**config.mk**
```make
export PLATFORM = sky130hd
export DESIGN_NAME = cg_phase_sequencer
export DESIGN_NICKNAME = d
export VERILOG_FILES = /design/src/rtl/cg_ctrl_pkg.sv /design/src/rtl/cg_addr_counter.sv /design/src/rtl/cg_phase_sequencer.sv
export SDC_FILE = /design/constraint.sdc
export NUM_CORES = 1
export LEC_CHECK = 0
export BUFFER_PORTS_ARGS = -buffer_cell sky130_fd_sc_hd__buf_2
export CELL_PAD_IN_SITES_DETAIL_PLACEMENT = 0
export CELL_PAD_IN_SITES_GLOBAL_PLACEMENT = 1
export CORE_MARGIN = 3
export CORE_UTILIZATION = 25
export CTS_CLUSTER_DIAMETER = 30
export DETAILED_ROUTE_END_ITERATION = 8
export PLACE_DENSITY_LB_ADDON = 0.2
export SKIP_CTS_REPAIR_TIMING = 1
export SLEW_MARGIN = 20
export SYNTH_ARGS = -nofsm -noshare
export SYNTH_HDL_FRONTEND = slang
export SYNTH_HIERARCHICAL = 1
export SYNTH_SLANG_ARGS = --single-unit
```
**constraint.sdc**
```tcl
create_clock -name clk -period 6.6 [get_ports clk]
set_input_delay 0.99 -clock clk [delete_from_list [all_inputs] [get_ports clk]]
set_output_delay 0.99 -clock clk [all_outputs]
set_load 0.005 [all_outputs]
```
**src/rtl/cg_ctrl_pkg.sv**
```systemverilog
// rtl/cg_ctrl_pkg.sv - shared state encoding, channel indices and per-phase access masks for the CG sequencer
package cg_ctrl_pkg;

  typedef enum logic [2:0] {
    ST_IDLE   = 3'd0,
    ST_MXV    = 3'd1,
    ST_DOT    = 3'd2,
    ST_UPD_XR = 3'd3,
    ST_UPD_P  = 3'd4,
    ST_HALT   = 3'd5
  } cg_state_e;

  localparam int CH_X       = 0;
  localparam int CH_R       = 1;
  localparam int CH_P       = 2;
  localparam int CH_AP      = 3;
  localparam int NUM_VEC_CH = 4;

  // Channel masks are {AP,P,R,X}, bit index == channel index.
  localparam logic [NUM_VEC_CH-1:0] RD_MASK_MXV    = 4'b0100;
  localparam logic [NUM_VEC_CH-1:0] RD_MASK_DOT    = 4'b1110;
  localparam logic [NUM_VEC_CH-1:0] RD_MASK_UPD_XR = 4'b1111;
  localparam logic [NUM_VEC_CH-1:0] RD_MASK_UPD_P  = 4'b0110;

  localparam logic [NUM_VEC_CH-1:0] WR_MASK_MXV    = 4'b1000;
  localparam logic [NUM_VEC_CH-1:0] WR_MASK_UPD_XR = 4'b0011;
  localparam logic [NUM_VEC_CH-1:0] WR_MASK_UPD_P  = 4'b0100;

  function automatic logic [NUM_VEC_CH-1:0] rd_mask(input cg_state_e st);
    case (st)
      ST_MXV:    return RD_MASK_MXV;
      ST_DOT:    return RD_MASK_DOT;
      ST_UPD_XR: return RD_MASK_UPD_XR;
      ST_UPD_P:  return RD_MASK_UPD_P;
      default:   return '0;
    endcase
  endfunction

  function automatic logic [NUM_VEC_CH-1:0] wr_mask(input cg_state_e st);
    case (st)
      ST_MXV:    return WR_MASK_MXV;
      ST_UPD_XR: return WR_MASK_UPD_XR;
      ST_UPD_P:  return WR_MASK_UPD_P;
      default:   return '0;
    endcase
  endfunction

endpackage

```
**src/rtl/cg_addr_counter.sv**
```systemverilog
// rtl/cg_addr_counter.sv - clearable saturating address counter with limit-reached flag
module cg_addr_counter #(
  parameter int ADDR_WIDTH = 20
) (
  input  logic                  clk,
  input  logic                  reset,
  input  logic                  clear,
  input  logic                  inc,
  input  logic [ADDR_WIDTH-1:0] limit,
  output logic [ADDR_WIDTH-1:0] addr,
  output logic                  done
);

  logic [ADDR_WIDTH-1:0] cnt_q, cnt_d;

  assign addr = cnt_q;
  assign done = (cnt_q >= limit);

  // Clear wins over increment; the count never runs past the limit.
  always_comb begin
    cnt_d = cnt_q;
    if (clear) begin
      cnt_d = '0;
    end else if (inc && !done) begin
      cnt_d = cnt_q + ADDR_WIDTH'(1);
    end
  end

  // Count register.
  always_ff @(posedge clk or posedge reset) begin
    if (reset) begin
      cnt_q <= '0;
    end else begin
      cnt_q <= cnt_d;
    end
  end

endmodule

```
**src/rtl/cg_phase_sequencer.sv**
```systemverilog
// rtl/cg_phase_sequencer.sv - CG iteration phase FSM and memory address generator (option: CG_CYCLE_COUNT_EN)
module cg_phase_sequencer
  import cg_ctrl_pkg::*;
#(
  parameter int NO_OF_UNITS    = 8,
  parameter int ADDR_WIDTH     = 20,
  parameter int NUM_CLUSTERS   = 40,
  parameter int EQ_PER_CLUSTER = 19,
  parameter int MAX_ITER       = 20,
  parameter int ITER_WIDTH     = 11
) (
  input  logic                             clk,
  input  logic                             reset,
  input  logic                             start,
  input  logic                             stall,
  input  logic                             scalar_done,
  input  logic                             converged,
  input  logic [NUM_VEC_CH-1:0]            wr_strobe,
  output logic                             a_rd_en,
  output logic [ADDR_WIDTH-1:0]            a_rd_addr,
  output logic [NUM_VEC_CH-1:0]            vec_rd_en,
  output logic [NUM_VEC_CH*ADDR_WIDTH-1:0] vec_rd_addr,
  output logic [NUM_VEC_CH-1:0]            vec_wr_en,
  output logic [NUM_VEC_CH*ADDR_WIDTH-1:0] vec_wr_addr,
  output logic [2:0]                       phase,
  output logic [ITER_WIDTH-1:0]            iteration,
  output logic                             busy,
  output logic                             halt,
  output logic                             seq_err
`ifdef CG_CYCLE_COUNT_EN
  ,
  output logic [31:0]                      cycle_count
`endif
);

  localparam int VEC_WORDS = (EQ_PER_CLUSTER + NO_OF_UNITS - 1) / NO_OF_UNITS;
  localparam logic [ADDR_WIDTH-1:0] VEC_LIM  = ADDR_WIDTH'(VEC_WORDS);
  localparam logic [ADDR_WIDTH-1:0] VEC_LAST = ADDR_WIDTH'(VEC_WORDS - 1);
  localparam logic [ADDR_WIDTH-1:0] A_LIM    = ADDR_WIDTH'(NUM_CLUSTERS);
  localparam logic [ITER_WIDTH-1:0] ITER_MAX = ITER_WIDTH'(MAX_ITER);

  cg_state_e             state_q, state_d;
  logic [ITER_WIDTH-1:0] iter_q, iter_d;
  logic                  halt_q, halt_d;
  logic                  conv_q, conv_d;
  logic                  scal_seen_q, scal_seen_d;
  logic                  seq_err_q, seq_err_d;
  logic                  phase_entry;
  logic                  start_accept;
  logic                  scal_now;
  logic                  vec_reads_done;

  logic [NUM_VEC_CH-1:0] rd_mask_w, wr_mask_w;
  logic [NUM_VEC_CH-1:0] vr_issue, vr_done;
  logic [NUM_VEC_CH-1:0] wr_ok, wr_bad, wr_done, wr_done_eff;
  logic [NUM_VEC_CH-1:0][ADDR_WIDTH-1:0] vr_cnt, wr_cnt;
  logic                  a_issue, a_done;
  logic [ADDR_WIDTH-1:0] a_cnt;

  logic                                  a_rd_en_q;
  logic [ADDR_WIDTH-1:0]                 a_rd_addr_q;
  logic [NUM_VEC_CH-1:0]                 vec_rd_en_q;
  logic [NUM_VEC_CH-1:0][ADDR_WIDTH-1:0] vec_rd_addr_q;

  // ---------------------------------------------------------------- counters
  cg_addr_counter #(.ADDR_WIDTH(ADDR_WIDTH)) u_a_rd (
    .clk   (clk),
    .reset (reset),
    .clear (phase_entry),
    .inc   (a_issue),
    .limit (A_LIM),
    .addr  (a_cnt),
    .done  (a_done)
  );

  for (genvar c = 0; c < NUM_VEC_CH; c++) begin : g_ch
    cg_addr_counter #(.ADDR_WIDTH(ADDR_WIDTH)) u_rd (
      .clk   (clk),
      .reset (reset),
      .clear (phase_entry),
      .inc   (vr_issue[c]),
      .limit (VEC_LIM),
      .addr  (vr_cnt[c]),
      .done  (vr_done[c])
    );

    cg_addr_counter #(.ADDR_WIDTH(ADDR_WIDTH)) u_wr (
      .clk   (clk),
      .reset (reset),
      .clear (phase_entry),
      .inc   (wr_ok[c]),
      .limit (VEC_LIM),
      .addr  (wr_cnt[c]),
      .done  (wr_done[c])
    );
  end

  // Read issue and write legality for the current phase; a final strobe counts toward exit in its own cycle.
  always_comb begin
    rd_mask_w      = rd_mask(state_q);
    wr_mask_w      = wr_mask(state_q);
    vr_issue       = rd_mask_w & ~vr_done & {NUM_VEC_CH{~stall}};
    a_issue        = (state_q == ST_MXV) && !a_done && !stall;
    wr_ok          = wr_strobe & wr_mask_w & ~wr_done;
    wr_bad         = wr_strobe & ~(wr_mask_w & ~wr_done);
    vec_reads_done = &(vr_done | ~rd_mask_w);
    wr_done_eff    = '0;
    for (int c = 0; c < NUM_VEC_CH; c++) begin
      wr_done_eff[c] = wr_done[c] || (wr_ok[c] && (wr_cnt[c] == VEC_LAST));
    end
  end

  // ---------------------------------------------------------------- FSM
  // Next phase, iteration bookkeeping and convergence sampling.
  always_comb begin
    state_d      = state_q;
    iter_d       = iter_q;
    halt_d       = halt_q;
    conv_d       = conv_q;
    start_accept = 1'b0;
    scal_now     = scal_seen_q || scalar_done;
    case (state_q)
      ST_IDLE, ST_HALT: begin
        if (start) begin
          start_accept = 1'b1;
          state_d      = ST_MXV;
          iter_d       = '0;
          halt_d       = 1'b0;
          conv_d       = 1'b0;
        end
      end
      ST_MXV: begin
        if (a_done && wr_done_eff[CH_AP]) state_d = ST_DOT;
      end
      ST_DOT: begin
        if (vec_reads_done && scal_now) state_d = ST_UPD_XR;
      end
      ST_UPD_XR: begin
        if (scalar_done) conv_d = converged;
        if (wr_done_eff[CH_X] && wr_done_eff[CH_R] && scal_now) state_d = ST_UPD_P;
      end
      ST_UPD_P: begin
        if (wr_done_eff[CH_P]) begin
          iter_d = iter_q + ITER_WIDTH'(1);
          if (conv_q || (iter_d == ITER_MAX)) begin
            state_d = ST_HALT;
            halt_d  = 1'b1;
          end else begin
            state_d = ST_MXV;
          end
        end
      end
      default: state_d = ST_IDLE;
    endcase
  end

  // Phase-entry strobe, scalar-ready latch and sticky write-protocol error.
  always_comb begin
    phase_entry = (state_d != state_q);
    scal_seen_d = scal_seen_q;
    if (phase_entry) begin
      scal_seen_d = 1'b0;
    end else if (scalar_done && (state_q == ST_DOT || state_q == ST_UPD_XR)) begin
      scal_seen_d = 1'b1;
    end
    seq_err_d = seq_err_q | (|wr_bad);
  end

  // Control state registers.
  always_ff @(posedge clk or posedge reset) begin
    if (reset) begin
      state_q     <= ST_IDLE;
      iter_q      <= '0;
      halt_q      <= 1'b0;
      conv_q      <= 1'b0;
      scal_seen_q <= 1'b0;
      seq_err_q   <= 1'b0;
    end else begin
      state_q     <= state_d;
      iter_q      <= iter_d;
      halt_q      <= halt_d;
      conv_q      <= conv_d;
      scal_seen_q <= scal_seen_d;
      seq_err_q   <= seq_err_d;
    end
  end

  // Read outputs: enable and the address it qualifies leave the block in the same cycle.
  always_ff @(posedge clk or posedge reset) begin
    if (reset) begin
      a_rd_en_q     <= 1'b0;
      a_rd_addr_q   <= '0;
      vec_rd_en_q   <= '0;
      vec_rd_addr_q <= '0;
    end else begin
      a_rd_en_q     <= a_issue;
      a_rd_addr_q   <= a_cnt;
      vec_rd_en_q   <= vr_issue;
      vec_rd_addr_q <= vr_cnt;
    end
  end

`ifdef CG_CYCLE_COUNT_EN
  logic [31:0] cyc_q;

  // Busy-cycle counter, restarted by every accepted start and frozen outside busy phases.
  always_ff @(posedge clk or posedge reset) begin
    if (reset) begin
      cyc_q <= '0;
    end else if (start_accept) begin
      cyc_q <= '0;
    end else if (busy) begin
      cyc_q <= cyc_q + 32'd1;
    end
  end

  assign cycle_count = cyc_q;
`endif

  assign a_rd_en     = a_rd_en_q;
  assign a_rd_addr   = a_rd_addr_q;
  assign vec_rd_en   = vec_rd_en_q;
  assign vec_rd_addr = vec_rd_addr_q;
  assign vec_wr_en   = wr_ok;
  assign vec_wr_addr = wr_cnt;
  assign phase       = state_q;
  assign iteration   = iter_q;
  assign busy        = (state_q != ST_IDLE) && (state_q != ST_HALT);
  assign halt        = halt_q;
  assign seq_err     = seq_err_q;

endmodule

```
# Word-level counts from Yosys, hierarchy flattened
# Cells that the tools add are included.
[classes]
add_sub_neg = 10
n_reduce_logical = 58
bitwise = 13
eq_ne = 16
n_mux = 38
magnitude_cmp = 9
[ops]
columns = ["op", "count"]
rows = [
  ["$mux 20", 18],
  ["$add 20x1->20 const B", 9],
  ["$ge 20x2->1 const B", 8],
  ["$eq 20x2->1 const B", 4],
  ["$and 4x4->4", 6],
  ["$reduce_bool 2->1", 12],
  ["$mux 11", 2],
  ["$pmux 11 s2", 1],
  ["$logic_and 1x1->1", 21],
  ["$ge 20x6->1 const B", 1],
  ["$mux 3", 6],
  ["$not 4->4", 4],
  ["$pmux 4 s4", 1],
  ["$pmux 3 s5", 1],
  ["$pmux 4 s3", 1],
  ["$add 11x1->11 const B", 1],
  ["$eq 11x5->1 const B", 1],
  ["$logic_not 1->1", 10],
  ["$ne 2x2->1 const B", 4],
  ["$reduce_and 4->1", 2],
  ["$logic_or 1x1->1", 7],
  ["$eq 3x2->1 const B", 2],
  ["$eq 3x3->1 const B", 2],
  ["$mux 1", 6],
  ["12 further kinds", 14],
]
[totals]
out_inout_bits = 206
in_bits = 10
regBits = 303

# Depth between registers and ports, before layout
# Gate-level depths: netlist (run 1).
[depth]
ltp_word = 12
depth_mapped = 17

# Hierarchy
# Netlist (run 1), hierarchy kept.
[by_module_without_submodules]
columns = ["mod", "n_inst", "area_each_um2", "cells_each", "seq_area_each_um2"]
rows = [
  ["cg_addr_counter", 9, 1684.1, 196, 500.5],
  ["cg_phase_sequencer", 1, 4194.0, 298, 3078.0],
]

# Least setup slack after synthesis (run 1)
# No wires, ideal clock.
[synth_path]
kind = "flip-flop to flip-flop"
from = "register g_ch[3].u_wr.cnt_q[17]"
to = "register g_ch[0].u_rd.cnt_q[11]"
setup_slack_ps = 1930
path_stages_with_launch = 17
required_ps = 6466
path_buffers = 4
arrival_time_ps = 4536
path_cell_list = "dfrtp_1 -> ha_1 -> a21o_1 -> a21o_1 -> a21oi_1 -> o41ai_2 -> clkbuf_1 -> buf_6 -> or2_2 -> or4b_4 -> nor4_2 -> a211oi_1 -> o32ai_2 -> a21o_1 -> dlygate4sd3_1 -> dlymetal6s2s_1 -> a21oi_1"
[synth_between]
elab_chain_len = 10
word_cells_on_any_way = 12
cone_classes = "order compare (1); eq/ne (2); mux (3); bitwise (2); reduce/logical (4)"
[synth_rtl]
columns = ["item", "line_no", "rtl"]
rows = [
  ["start: declaration", "cg_addr_counter.sv:14", "logic [ADDR_WIDTH-1:0] cnt_q, cnt_d;"],
  ["start signal: assignment", "cg_addr_counter.sv:34", "cnt_q <= cnt_d;"],
  ["$ge 20x2->1 *", "cg_addr_counter.sv:17", "assign done = (cnt_q >= limit);"],
  ["named net wr_done[3]", "cg_phase_sequencer.sv:55", "logic [NUM_VEC_CH-1:0] wr_ok, wr_bad, wr_done, wr_done_eff;"],
  ["$not 4->4", "cg_phase_sequencer.sv:104", "wr_ok = wr_strobe & wr_mask_w & ~wr_done;"],
  ["$and 4x4->4", "cg_phase_sequencer.sv:104", ""],
  ["$logic_and 1x1->1", "cg_phase_sequencer.sv:109", "wr_done_eff[c] = wr_done[c] || (wr_ok[c] && (wr_cnt[c] == VEC_LAST));"],
  ["$logic_or 1x1->1 *", "cg_phase_sequencer.sv:109", ""],
  ["$logic_and 1x1->1 *", "cg_phase_sequencer.sv:133", "if (a_done && wr_done_eff[CH_AP]) state_d = ST_DOT;"],
  ["$mux 3 *", "cg_phase_sequencer.sv:133", ""],
  ["$pmux 3 s5 *", "cg_phase_sequencer.sv:122", "case (state_q)"],
  ["$ne 3x3->1 *", "cg_phase_sequencer.sv:159", "phase_entry = (state_d != state_q);"],
  ["named net phase_entry", "cg_phase_sequencer.sv:48", "logic phase_entry;"],
  ["$mux 20 or $reduce_bool 2->1 (tied branches)", "-", ""],
  ["end signal: assignment", "cg_addr_counter.sv:34", ""],
  ["end: declaration", "cg_addr_counter.sv:14", ""],
]
# The timed path passes the listed nets; every way through them passes the cells marked *.
# A chain may end at the register's enable or synchronous reset.

# Final worst setup path (run 1)
[layout_path]
from = "register g_ch[1].u_wr.cnt_q[16]"
to = "register g_ch[0].u_wr.cnt_q[15]"
[layout_between]
elab_chain_len = 11
word_cells_on_any_way = 13
cone_classes = "order compare (1); eq/ne (2); mux (3); bitwise (2); reduce/logical (5)"
[layout_rtl]
columns = ["item", "line_no", "rtl"]
rows = [
  ["start: declaration", "cg_addr_counter.sv:14", ""],
  ["start signal: assignment", "cg_addr_counter.sv:34", ""],
  ["$ge 20x2->1 *", "cg_addr_counter.sv:17", ""],
  ["named net wr_done[1]", "cg_phase_sequencer.sv:55", ""],
  ["$not 4->4", "cg_phase_sequencer.sv:104", ""],
  ["$and 4x4->4", "cg_phase_sequencer.sv:104", ""],
  ["$logic_and 1x1->1", "cg_phase_sequencer.sv:109", ""],
  ["$logic_or 1x1->1 *", "cg_phase_sequencer.sv:109", ""],
  ["$logic_and 1x1->1 * (2 in series)", "cg_phase_sequencer.sv:140", "if (wr_done_eff[CH_X] && wr_done_eff[CH_R] && scal_now) state_d = ST_UPD_P;"],
  ["$mux 3 *", "cg_phase_sequencer.sv:140", ""],
  ["$pmux 3 s5 *", "cg_phase_sequencer.sv:122", ""],
  ["$ne 3x3->1 *", "cg_phase_sequencer.sv:159", ""],
  ["named net phase_entry", "cg_phase_sequencer.sv:48", ""],
  ["$mux 20 or $reduce_bool 2->1 (tied branches)", "-", ""],
  ["end signal: assignment", "cg_addr_counter.sv:34", ""],
  ["end: declaration", "cg_addr_counter.sv:14", ""],
]
# Marked as above.

==> results of run 1 <==
## placed cells by master (no fill, tap or decap), types with 11 or more instances in the layout
cell type / netlist / final
a211oi_1: 15 / 15
a21o_1: 20 / 19
a21oi_1: 168 / 168
buf_2: 11 / 215
buf_4: 1 / 16
bufinv_16: 0 / 12
clkbuf_1: 40 / 13
clkbuf_16: 0 / 104
clkbuf_8: 0 / 22
clkinv_2: 0 / 36
conb_1: 2 / 180
dfrtp_1: 303 / 303
ha_1: 190 / 190
inv_1: 218 / 217
mux2_2: 81 / 81
mux2i_1: 11 / 11
nand2_1: 108 / 108
nand2b_1: 23 / 23
nand3_1: 64 / 64
nand4_1: 75 / 75
nor2_1: 168 / 168
nor2b_1: 64 / 64
nor3_1: 26 / 26
nor4_1: 69 / 69
nor4b_1: 15 / 14
o21ai_0: 40 / 40
o31ai_1: 82 / 82
or2_2: 18 / 18
or3_1: 13 / 13
or4_1: 82 / 82
## registers in the layout (all words and copies together) (netlist names)
| name | flops |
|---|---|
| g_ch.u_rd/addr | 80 |
| g_ch.u_wr/addr | 80 |
| vec_rd_addr | 80 |
| a_rd_addr | 20 |
| u_a_rd/addr | 20 |
| iteration | 11 |
| vec_rd_en | 4 |
| phase | 3 |
| a_rd_en | 1 |
| conv_q | 1 |
| halt | 1 |
| scal_seen_q | 1 |
| seq_err | 1 |
## logic make-up (layout without fill, tap and decap cells)
group | Yosys count | in the layout
other | 2 | 181
and+or+nand+nor | 779 | 779
DFF | 303 | 303
xor gates and xnor gates | 1 | 1
muxes | 92 | 92
buffers and inverters | 307 | 647
adders and majority gates | 190 | 190
AOI/OAI and AO/OA | 388 | 388
## layer usage
metal,vias up,wire (µm),track usage (%)
li1,8228,-,-
met1,8050,25600,18.0
met2,350,28300,24.1
met3,126,3140,3.80
met4,2,1810,5.25
met5,-,20,0
## worst register-to-register path, stage by stage (launching register included)
cell     delay (ns)
dfrtp_1        0.48
ha_1           0.24
a21o_1         0.15
a21o_1         0.17
a21oi_1        0.24
o41ai_4        0.12
buf_4          0.24
or2_2          0.33
or3b_4         0.39
o311a_1        0.37
o32ai_2        0.32
a21o_4         0.70
buf_4          0.46
nor2b_1        0.10
mux2_2         0.27
## cell type report
type | count | share of cell area [%]
inverter | 219 | 3.21
antenna | 1 | 0.00971
multi-input combinational | 1630 | 43.2
tap | 1030 | 5.00
timing repair buffer | 233 | 4.79
sequential | 303 | 29.4
clock buffer | 139 | 11.5
clock inverter | 56 | 2.89
## power by group through the flow
stage | Sequential, mW | Clock (mW) | Combinational, mW
after floorplan | 2.13 | 0 | 0.478
final | 2.18 | 5.03 | 0.724
after detailed placement | 2.20 | 0 | 0.733
after global routing | 2.20 | 5.27 | 0.847
after CTS | 2.18 | 5.15 | 0.737
after global placement | 2.20 | 0 | 0.714
## path summary, 6_finish.rpt
path | startpoint | to | depth (start not counted)
min in group asynchronous | reset | a_rd_en$_DFF_PP0_ | 2
worst max register to register | g_ch[1].u_wr/addr[16]$_DFFE_PP0P_ | g_ch[0].u_wr/addr[15]$_DFFE_PP0P_ | 14
max in group asynchronous | reset | phase[1]$_DFF_PP0_ | 3
worst max-delay path | g_ch[1].u_wr/addr[16]$_DFFE_PP0P_ | g_ch[0].u_wr/addr[15]$_DFFE_PP0P_ | 14
worst min register to register | u_a_rd/addr[19]$_DFFE_PP0P_ | a_rd_addr[19]$_DFF_PP0_ | 0
worst min-delay path | u_a_rd/addr[19]$_DFFE_PP0P_ | a_rd_addr[19]$_DFF_PP0_ | 0
## metrics by stage
step / std cells / utilization, % / hold slack (ns) / power (mW) / setup WS, ns
floorplan: 2240 / - / 0.390 / 2.60 / 1.93
global placement: 3415 / 28.9 / 0.422 / 2.91 / 1.94
detailed placement: 3415 / 28.9 / 0.423 / 2.94 / 1.86
CTS: 3610 / 33.8 / 0.422 / 8.06 / 1.83
global route: 3611 / 33.8 / 0.437 / 8.32 / 1.59
finish: 3611 / 33.8 / 0.420 / 7.93 / 1.86
==> summary.txt, run 1 <==
Final layout
  • Fin area: between 20000 and 30000 µm²
  • Final nets: about 2700
  • Area growth from synthesis to layout: 33.2%
  • Storage element area: around 7600 µm²
  • Fill count: a little under 8000
  • Area occupied by multi-input gates: ~11000 µm²
  • Layout cells sized above 1: ~22%

Routing
  • Vias per inst: between 4 and 5
  • Routed WL: between 50 and 60 mm
  • Avg WL per Cell: between 15 and 20 µm
  • Vias: 16800
  • Drt pass-1 iters: 5
  • Initial DRC count: 934
  • Antenna Nets Post-Route: 0
  • DRC: 0

Placed design
  • Routability congestion estimate: about 0.77
  • I/O Buffers: 215
  • Placed Area: about 22000 µm²
  • Dpl hpwl: 41.7 mm

Worst setup path
  • Crit path kind: reg2reg
  • Cell chain of the critical path: ha_1 -> a21o_1 -> a21o_1 -> a21oi_1 -> o41ai_4 -> buf_4 -> or2_2 -> or3b_4 -> o311a_1 -> o32ai_2 -> a21o_4 -> buf_4 -> nor2b_1 -> mux2_2
  • Max incr delay on CP: about 0.70 ns
  • Worst path arrival time: approximately 5.2 ns
  • Crit path buf inv count: 2
  • R2R Setup Slk: around 1.9 ns
  • Slowest-stage cell, CP: a21o_4
  • Critical path's top delay family: compound AO/OA/AOI/OAI gates
  • CP required: approximately 7.1 ns
  • Crit path launch type: flip-flop
  • Worst setup EP type: flip-flop
  • Worst Path Max Fanout: 68

Power and ir drop
  • Leakage: ~12 nW
  • Comb power frac: about 9%
  • Max rail drop VDD: ~0.00016 V
  • Pwr per Cell Area: around 310 nW/µm²
  • P_int: 5.86 mW
  • Sw frac: a little over a quarter
  • Sequential cell fraction of total power: a little over a quarter
  • Net Sw Power: 2.07 mW
  • Clk pwr share: a little under two thirds

Floorplanning
  • Die area: approximately 81000 µm²
  • Io pins: between 200 and 250
  • Die X: 284 µm
  • Initial Utilization: 25.4%
  • Die height: 284 µm
  • Core box area: 76300 µm²
  • Num rows: around 100

Yosys
  • Post-Synth Adder-Cell Area: roughly 12%
  • Simple-Gate Fraction of Synth Area: a little under a quarter
  • Gate Count Post-Synth: between 2000 and 2500
  • Post-synthesis register bit count: ~300
  • Synth unique cells: 69
  • Dominant synthesized flop cell: dfrtp_1
  • Mean Syn Cell Area: roughly 9.4 µm²
  • Sequential area share after synthesis: between 30% and 40%
  • Synth area leader: dfrtp_1
  • EDFF count, synth: 0
  • Share of the synthesized area in the top cell type: 39.2%
  • Synth Warn #: 6
  • Top cells by count, synth: 303 x dfrtp_1, 218 x inv_1, 190 x ha_1
  • Synth area leaders: dfrtp_1 39%, ha_1 12%, mux2_2 4.7%, a21oi_1 4.3%, inv_1 4.2%
  • Most frequent cell after synthesis: dfrtp_1
  • Synthesized area: ~19000 µm²
  • Synth Area in Compound Gates: between 10% and 20%
  • Synth Area in XOR/XNOR: 0.0453%
  • Mux cell area share after synthesis: ~5.3%
  • Largest family of logic cells by synthesized area: simple AND/OR/NAND/NOR gates
  • Share of flip-flops with an asynchronous set or reset: between 90% and 100%

Clock tree
  • H-tree levels: 3
  • Worst-path clk slew: about 0.040 ns
  • Clk buf depth: 3
  • TritonCTS clock tree: yes
  • TritonCTS Buffers: roughly 100
  • Clock latency on the worst-skew pair: between 0.6 and 0.7 ns
  • Root buffer cell: clkbuf_16
  • Total clock sinks: between 300 and 400

Status
  • Status: complete, no violations

Global routing
  • GRT Total Usage: 14.5%
  • Initial antenna violation count: 4
  • Largest net degree at the start of global routing: around 80
  • GR Overflow Total: 0
  • Vias in the first global route: approximately 17000
  • First-pass GRT wire length: between 90 and 100 mm

STA
  • Final setup fails: 0
  • Setup Skew: 0.0604 ns
  • Fin Setup TNS: 0 ns
  • Unrepaired setup endpoints after global routing: no
  • Actual slew at the worst max-slew pin: slightly above 1 ns
  • Slew headroom: 30.5%
  • Final hold vios: 0
  • Final Cycle Share: between 70% and 80%
  • Tmin final: between 4 and 5 ns
  • Slew Viols, Final: 0
  • Max frequency: approximately 210 MHz

Hold path
  • Worst min path class: reg2reg

Flow run
  • Max-cap viol count: 0
No activity file was read; power rests on OpenSTA's default activity.
==> run 2: changes to the inputs <==
Clock period 6.6 ns to 4.2 ns, I/O delays scaled along.
==> summary.txt, run 2 (synthesized netlist as in run 1, its figures left out) <==
Status
  • Status: complete, no violations

Floorplanning
  • Core box area: 76300 µm²
  • Die X: 284 µm
  • Initial Utilization: ~25%
  • Die area: roughly 81000 µm²
  • Num rows: about 100
  • Io pins: 216
  • Die height: around 280 µm

Routing
  • Antenna Nets Post-Route: 0
  • Initial DRC count: between 800 and 900
  • Vias: 17000
  • Drt pass-1 iters: 5
  • DRC: 0
  • Vias per inst: between 4 and 5
  • Avg WL per Cell: roughly 16 µm
  • Routed WL: between 60 and 70 mm

Final layout
  • Layout cells sized above 1: between 20% and 30%
  • N_diodes: 0
  • Final nets: 2769
  • Area growth from synthesis to layout: 36.6%
  • Most frequent cells in the layout: 303 x dfrtp_1, 217 x inv_1, 215 x buf_2
  • Commonest non-fill, non-tap cell in the layout: dfrtp_1
  • Finished Core Util: between 30 and 40%

STA
  • Setup Skew: between 0.02 and 0.025 ns
  • Fin Setup TNS: 0 ns
  • Final Cycle Share: between 90% and 100%
  • Final hold vios: 0
  • Max frequency: roughly 250 MHz
  • Actual slew at the worst max-slew pin: roughly 0.91 ns
  • Slew Viols, Final: 0
  • Unrepaired setup endpoints after global routing: no
  • Final setup fails: 0
  • Tmin final: between 3 and 4 ns
  • Slew headroom: 39.2%

Worst setup path
  • Most used cell, CP: a21o_1
  • Crit path launch type: flip-flop
  • Crit path buf inv count: 2
  • Worst setup EP type: output pin
  • Crit path kind: reg2out
  • Reg2Reg Capture Point: g_ch[1].u_wr/addr[2]$_DFFE_PP0P_
  • R2R Setup Slk: ~0.25 ns
  • Reg2reg start: g_ch[3].u_wr/addr[17]$_DFFE_PP0P_
  • Cell chain of the critical path: ha_1 -> a21o_1 -> a21o_1 -> a21oi_1 -> o41ai_4 -> or2_2 -> or4b_4 -> nor2_1 -> buf_12 -> buf_2
  • Critical path's top delay family: simple AND/OR/NAND/NOR gates
  • Worst r2r path cells: 15
  • Max incr delay on CP: ~0.50 ns
  • Worst path arrival time: ~3.3 ns
  • CP required: 3.57 ns
  • Slowest-stage cell, CP: or4b_4
  • Worst Path Max Fanout: 7

Power and ir drop
  • Pwr per Cell Area: about 470 nW/µm²
  • Clk pwr share: 62.7%
  • Net Sw Power: 3.20 mW
  • Sw frac: between 20% and 30%
  • P_int: roughly 9.3 mW
  • Max rail drop VDD: about 0.00034 V
  • Comb power frac: a little over a tenth
  • Leakage: around 13 nW
  • Sequential cell fraction of total power: a little over a quarter

Clock tree
  • Clock latency on the worst-skew pair: approximately 0.63 ns
  • Clk buf depth: 3
  • Total clock sinks: approximately 300
  • Root buffer cell: clkbuf_16
  • TritonCTS Buffers: slightly above 100
  • H-tree levels: 3
  • TritonCTS clock tree: yes
  • Worst-path clk slew: ~0.040 ns

Placed design
  • Routability congestion estimate: 0.777
  • Dpl hpwl: about 44 mm
  • I/O Buffers: 215

Flow run
  • Max-cap viol count: 0

Hold path
  • Worst min path class: in2reg
  • Hold endpoint: halt$_DFFE_PP0P_
  • Min-delay src: start
  • Worst hold stages: 2

Global routing
  • First-pass GRT wire length: 97.1 mm
  • GRT Total Usage: 14.9%
  • Largest net degree at the start of global routing: between 100 and 150
  • GR Overflow Total: 0
  • Initial antenna violation count: 3
  • Vias in the first global route: roughly 17000
==> run 2: changes by cell type in the layout (fill, tap and decap cells not counted), sizes merged <==
cell,previous run,this run
buf,233,314
clkbuf,139,145
clkinv,43,24
clkinvlp,1,5
diode,1,0
inv,219,223
==> run 2: worst max path at each step <==
stage	start	slack, ns	cells after the start	end
after detailed placement	g_ch[3].u_wr/addr[17]$_DFFE_PP0P_	0.25	13	g_ch[3].u_wr/addr[15]$_DFFE_PP0P_
final	g_ch[3].u_wr/addr[17]$_DFFE_PP0P_	0.23	10	vec_wr_en[3]
after CTS	g_ch[3].u_wr/addr[17]$_DFFE_PP0P_	0.17	10	vec_wr_en[3]
after floorplan	g_ch[3].u_wr/addr[17]$_DFFE_PP0P_	0.11	16	g_ch[0].u_rd/addr[11]$_DFFE_PP0P_
after global routing	g_ch[3].u_wr/addr[17]$_DFFE_PP0P_	0.02	13	g_ch[3].u_wr/addr[15]$_DFFE_PP0P_
after global placement	g_ch[1].u_wr/addr[0]$_DFFE_PP0P_	0.27	15	g_ch[2].u_wr/addr[0]$_DFFE_PP0P_
==> run 2: per-layer routing <==
| layer | up-vias | GRT usage, % | wire, µm |
|---|---|---|---|
| met2 | 306 | 25.0 | 28500 |
| li1 | 8367 | - | - |
| met3 | 110 | 3.93 | 3160 |
| met1 | 8188 | 18.8 | 27400 |
| met5 | - | 0 | 20 |
| met4 | 2 | 4.32 | 1480 |
==> run 2: area by class of cell <==
class,instances,area [µm²]
clock inverter,45,648
multi-input combinational,1630,11100
inverter,219,830
tap,1030,1290
clock buffer,145,2980
sequential,303,7580
timing repair buffer,314,1960
fill,7849,49900
==> run 2: power by group through the flow <==
stage                     Sequential (mW)  Combinational (mW)  Clock, mW
after floorplan                      3.34               0.752          0
after global placement               3.37                1.31          0
after detailed placement             3.37                1.34          0
after CTS                            3.34                1.35       8.01
after global routing                 3.36                1.53       8.19
final                                3.33                1.33       7.83
==> run 2: stage by stage <==
step	total power [mW]	instances	setup slack, ns	instance area [µm²]	hold WS (ns)
after floorplan	4.09	2240	0.106	20000	0.390
after global placement	4.68	3496	0.269	22800	0.423
after detailed placement	4.72	3496	0.254	22800	0.423
after CTS	12.7	3686	0.166	26400	0.208
after global routing	13.1	3686	0.0215	26400	0.235
final	12.5	3686	0.227	26400	0.248
